`config.mk`:
```
export PLATFORM = sky130hd
export DESIGN_NAME = seq_step_ctrl
export DESIGN_NICKNAME = d
export VERILOG_FILES = /design/src/rtl/seq_step_ctrl.sv
export SDC_FILE = /design/constraint.sdc
export NUM_CORES = 1
export LEC_CHECK = 0
export ABC_AREA = 1
export CAP_MARGIN = 10
export CORE_ASPECT_RATIO = 1.2
export CORE_UTILIZATION = 40
export DETAILED_ROUTE_END_ITERATION = 16
export GPL_TIMING_DRIVEN = 0
export SLEW_MARGIN = 20
export SYNTH_ARGS = -nofsm -noshare
export SYNTH_HDL_FRONTEND = slang
export SYNTH_SLANG_ARGS = --single-unit
```
`constraint.sdc`:
```
create_clock -name clk -period 1.65 [get_ports clk]
set_input_delay 0.33 -clock clk [delete_from_list [all_inputs] [get_ports clk]]
set_output_delay 0.33 -clock clk [all_outputs]
set_load 0.01 [all_outputs]
```
`src/rtl/seq_step_ctrl.sv`:
```
// seq_step_ctrl: table-driven 3-bit sequence stepper with run/pause/abort
// control, a writable 8x3 next-state table and an optional wrap counter.
//
// Ports:
//   clk            rising-edge clock
//   clear          asynchronous active-high reset
//   start          request a run of step_num steps (from IDLE or DONE)
//   pause          level; freezes stepping while high during a run
//   abort          return to IDLE from any state, no completion pulse
//   step_num       steps per run (0 completes immediately)
//   wr_en/addr/data next-state table write, accepted only in IDLE/DONE
//   q, qBar        current sequence state and its complement
//   busy           high in RUN or PAUSE
//   done           one-cycle pulse, coincident with the final q
//   wrap_cnt       returns to START_STATE in the current run
//
// Build option: define SEQ_STEP_CTRL_WRAP_CNT_EN to build the wrap counter;
// otherwise wrap_cnt is tied to zero.

module seq_step_ctrl #(
    parameter int         STEP_W      = 8,
    parameter logic [2:0] START_STATE = 3'b100
) (
    input  logic              clk,
    input  logic              clear,
    input  logic              start,
    input  logic              pause,
    input  logic              abort,
    input  logic [STEP_W-1:0] step_num,
    input  logic              wr_en,
    input  logic [2:0]        wr_addr,
    input  logic [2:0]        wr_data,
    output logic [2:0]        q,
    output logic [2:0]        qBar,
    output logic              busy,
    output logic              done,
    output logic [STEP_W-1:0] wrap_cnt
);

    typedef enum logic [1:0] {
        S_IDLE,
        S_RUN,
        S_PAUSE,
        S_DONE
    } state_t;

    state_t            state_q;
    logic [2:0]        q_q;
    logic [STEP_W-1:0] rem_q;
    logic              busy_q;
    logic              done_q;
    logic [2:0]        tbl_q [8];

    logic [2:0]        q_nxt;
    logic              tbl_open;

    function automatic logic [2:0] tbl_default(input logic [2:0] a);
        logic [2:0] r;
        unique case (a)
            3'd4:    r = 3'd7;
            3'd7:    r = 3'd0;
            3'd0:    r = 3'd5;
            3'd5:    r = 3'd1;
            3'd1:    r = 3'd4;
            default: r = 3'd4;
        endcase
        return r;
    endfunction

    assign q_nxt    = tbl_q[q_q];
    assign tbl_open = (state_q == S_IDLE) || (state_q == S_DONE);

    // Table is frozen while a run is in flight so a run always follows
    // the contents it started with.
    always_ff @(posedge clk or posedge clear) begin
        if (clear) begin
            for (int i = 0; i < 8; i++) begin
                tbl_q[i] <= tbl_default(3'(i));
            end
        end else if (wr_en && tbl_open) begin
            tbl_q[wr_addr] <= wr_data;
        end
    end

    always_ff @(posedge clk or posedge clear) begin
        if (clear) begin
            state_q <= S_IDLE;
            q_q     <= START_STATE;
            rem_q   <= '0;
            busy_q  <= 1'b0;
            done_q  <= 1'b0;
        end else begin
            done_q <= 1'b0;
            if (abort) begin
                state_q <= S_IDLE;
                q_q     <= START_STATE;
                rem_q   <= '0;
                busy_q  <= 1'b0;
            end else begin
                unique case (state_q)
                    S_IDLE, S_DONE: begin
                        if (start) begin
                            q_q <= START_STATE;
                            if (step_num == '0) begin
                                state_q <= S_DONE;
                                rem_q   <= '0;
                                done_q  <= 1'b1;
                            end else begin
                                state_q <= S_RUN;
                                rem_q   <= step_num;
                                busy_q  <= 1'b1;
                            end
                        end
                    end
                    S_RUN: begin
                        // pause wins over stepping on the same edge
                        if (pause) begin
                            state_q <= S_PAUSE;
                        end else begin
                            q_q   <= q_nxt;
                            rem_q <= rem_q - 1'b1;
                            if (rem_q == STEP_W'(1)) begin
                                state_q <= S_DONE;
                                done_q  <= 1'b1;
                                busy_q  <= 1'b0;
                            end
                        end
                    end
                    S_PAUSE: begin
                        // resume edge only re-enters RUN; next edge steps
                        if (!pause) begin
                            state_q <= S_RUN;
                        end
                    end
                    default: begin
                        state_q <= S_IDLE;
                    end
                endcase
            end
        end
    end

    assign q    = q_q;
    assign qBar = ~q_q;
    assign busy = busy_q;
    assign done = done_q;

`ifdef SEQ_STEP_CTRL_WRAP_CNT_EN
    logic [STEP_W-1:0] wrap_q;
    logic              start_acc;
    logic              step_fire;

    assign start_acc = !abort && tbl_open && start;
    assign step_fire = !abort && (state_q == S_RUN) && !pause;

    always_ff @(posedge clk or posedge clear) begin
        if (clear) begin
            wrap_q <= '0;
        end else if (start_acc) begin
            wrap_q <= '0;
        end else if (step_fire && (q_nxt == START_STATE) &&
                     (wrap_q != '1)) begin
            wrap_q <= wrap_q + 1'b1;
        end
    end

    assign wrap_cnt = wrap_q;
`else
    assign wrap_cnt = '0;
`endif

endmodule

```
==> results summary <==
The slowest stage of the critical path is the dfrtp_1 cell. The global-route wire length before repair is 8.673 mm. The routed via count came out at 2,033.

The longest clock path from root to sink contains 2 buffers. The placement-stage worst setup slack is -232.6 ps. The number of flip-flops and latches in the synthesized netlist came out at 39. The initial core utilization is 42.11%. The synthesized netlist devotes 0.3900% of its cell area to XOR and XNOR gates. The number of fill cells in the layout came out at 545. After detailed routing, the total wire length is 5.209 mm. Global routing used 18.63% of the available tracks. The clock-pin slew of the registers on the worst-case setup and hold paths is 70 ps.

The net count of the finished layout came out at 383. The mux contribution to synthesized area came out at 0%. The worst hold path belongs to the class in -> async. The clock insertion delay at the later pin of the skew report is 290 ps.

The number of failing setup endpoints in the final timing report came out at 0. Hold repair after CTS inserted 0 buffers. The number of vias per cell after detailed routing is 4.829. The kind of launch point of the worst setup path is a flip-flop. In the post-route analysis, the smallest setup slack over all paths is 43.27 ps. The number of clock sinks is 39. The number of antenna violations at the first check in global routing came out at 0.

Cells fill 52.47% of the core in the end. The H-tree was split into 2 levels. The number of instances in the synthesized netlist is 316. The standard cell area after detailed placement is 2648 um^2. Hold is met by 346.9 ps. The setup TNS came out at 0 ps. The detailed-route wire length per cell came out at 12.37 um. The number of distinct library cells after synthesis came out at 22.

In this run, the number of DRC markers left after iteration 0 of detailed routing was 91. In this run the clock root is driven by a clkbuf_8. The adder-cell share of the synthesized area came out at 2.228%.

The detail route stage leaves a number of antenna-violating nets equal to 0. For this run, design rule violations remaining after detail routing come to 0. The placed wire-length estimate after detailed placement came out at 3.923 mm. The core region area is 5334 um^2. The area overhead of the layout relative to synthesis is 24.62%. The power per cell area came out at 1578 nW/um^2. The number of warnings issued by yosys is 0.

After synthesis, the share of flip-flops with an asynchronous set or reset is 100.0%. Sequential elements use 44.07% of the synthesized area. The number of pins with negative max-slew slack in the final report is 0. The antenna diode instance count is 0. On the worst path, the slowest cell contributes a delay of 370 ps. The post-synthesis average cell area came out at 7.107 um^2.

The number of failing hold endpoints at the final stage is 0. The share of layout cells above drive strength 1 came out at 17.83%. The die height came out at 84.08 um.

The leftover overflow at the end of global routing is 0. The post-route cell area came out at 2799 um^2. Between clock sinks in the finished design, the worst skew comes to 7.131 ps. Max-cap violations in this run came to 0. The count of pins on the block boundary is 36. The largest net degree at the start of global routing came out at 23. The number of buffers created by CTS is 5. After synthesis, the largest family of logic cells by area is simple AND/OR/NAND/NOR gates. The category of the most critical setup path is reg -> reg.

The last weighted congestion value of the routability-driven placer is 0.8245. In the synthesized netlist the dominant register cell turns out to be dfrtp_1. The run finished with clean final reports. The share of the synthesized area in compound gates (AO/OA/AOI/OAI) is 10.70%. Setup repair after global routing could not meet its margin everywhere. The maximum clock frequency came out at 622.4 MHz. The ratio of final minimum period to clock period came out at 97.38%. The number of synthesized flops with an enable pin came out at 0. The synthesized area came out at 2246 um^2.

IR analysis of the VDD net gives a maximum drop of 791.9 uV. The chip width came out at 70.40 um. Summed over all cells, the static leakage comes to 1.386 nW. The required time of the critical path is 1880 ps. Traced cell by cell, the critical path runs through inv_1, ha_2, inv_1, nand2_2, inv_2, nor2_4, nand2_2, nor2_1, nand2_1, nand2_1. The number of port buffers is 27. The synthesized netlist devotes 32.42% of its cell area to simple gates. The detailed-router iteration count before antenna repair came out at 4.

The number of rows in the core area came out at 29. The number of global-route vias before repair came out at 1,887. The floorplan step defined a die boundary enclosing 5919 um^2.

The worst setup path is captured at a flip-flop. The minimum period implied by the final worst setup slack came out at 1607 ps. The critical path data arrival time came out at 1840 ps.

The worst-path maximum fanout came out at 6. The CTS tree is built.
Yosys cell counts (all sizes together), types with 2 or more instances:
library cell	count	area (um^2)
nand2	96	370.3
ha	4	50.05
buf	12	82.57
or2	2	12.51
dfrtp	28	700.7
o21ai	40	200.2
a21oi	2	10.01
nand4	2	12.51
o31ai	3	22.52
inv	38	142.6
nor2	48	187.7
nand3	26	140.1
dfstp	11	289.0
metrics by stage:
stage	power, W	cells
after floorplan	0.003125	323
after global placement	0.003682	412
after detailed placement	0.003709	413
after CTS	0.004377	421
after global routing	0.004836	421
final	0.004416	421
cells in the final DEF, fill, tap and decap left out:
master	instances
nand2_1	83
nor2_1	42
o21ai_0	38
inv_1	32
dfrtp_1	27
nand3_1	24
clkdlybuf4s50_1	23
nand2_2	13
dfstp_2	11
buf_4	10
conb_1	8
clkbuf_8	6
inv_2	5
nor2_4	3
nor2_2	3
o31ai_1	3
dlygate4sd2_1	3
nand3_2	2
a21oi_1	2
o21ai_1	2
nand4_1	2
buf_2	2
or2_2	2
ha_2	2
ha_1	2
buf_6	1
o211ai_1	1
xor2_1	1
inv_4	1
nor3_1	1
clkinv_2	1
buf_16	1
clkdlybuf4s15_1	1
dfrtp_2	1
kinds of logic after synthesis:
logic type               count (synthesis)
other                                    1
AO/OA/AOI/OAI                           46
buffers and inverters                   50
flip-flops                              39
adder cells (fa/ha/maj)                  4
AND/OR/NAND/NOR                        175
XOR/XNOR                                 1
critical path, delay by kind of cell, from the launching register on:
family / cells / cell delay, ps
simple gates: 6 / 630
flops: 1 / 370
fa+ha+maj: 1 / 370
buf+inv: 3 / 180
timing repair:
action / in CTS / in global routing
gates resized for setup: 12 / 20
cloned: 0 / 0
endpoints found under the setup margin: 13 / 41
setup buffers: 1 / 0
pin swaps: 1 / 1
metal layers:
metal  up-vias  part of all wire, %  track usage [%]  routed length (um)
li1       1066                    -                -                   -
met1       915                   46            22.97                2376
met2        38                   48            30.82                2502
met3        14                  3.1            3.140                 161
met4         0                  3.2            9.818                 168
met5         -                    0                0                   0
where the power goes:
group	switching [W]	leakage [nW]	internal [W]
sequential	0.000295	0.474	0.00149
combinational	0.00119	0.865	0.000793
clock	0.000320	0.0470	0.000328
registers in the layout, summed over array words and instances (netlist names):
name / count
state_q: 2
rem_q: 8
done: 1
busy: 1
tbl_q: 24
q: 3
path summary, 6_finish.rpt:
path / start / to / slack, ps / cells after the start
setup / recovery: state_q[0] / rem_q[7] / 40 / 10
hold / removal: clear / tbl_q[4] / 350 / 2
max in group asynchronous: clear / tbl_q[11] / 780 / 3
hold reg to reg: tbl_q[10] / tbl_q[10] / 490 / 2
min in group clk: tbl_q[10] / tbl_q[10] / 490 / 2
setup reg to reg: state_q[0] / rem_q[7] / 40 / 10
area by class of cell:
class / instances / area, um^2 / share of cell area (%)
Multi-Input combinational cell: 234 / 1107 / 39.56
Sequential cell: 39 / 991.0 / 35.40
Timing Repair Buffer: 29 / 301.5 / 10.77
Inverter: 38 / 145.1 / 5.186
Buffer: 12 / 88.84 / 3.174
Clock buffer: 6 / 82.58 / 2.950
Tap cell: 62 / 77.57 / 2.772
Clock inverter: 1 / 5.005 / 0.1788
No activity file was read; power rests on OpenSTA's default activity.
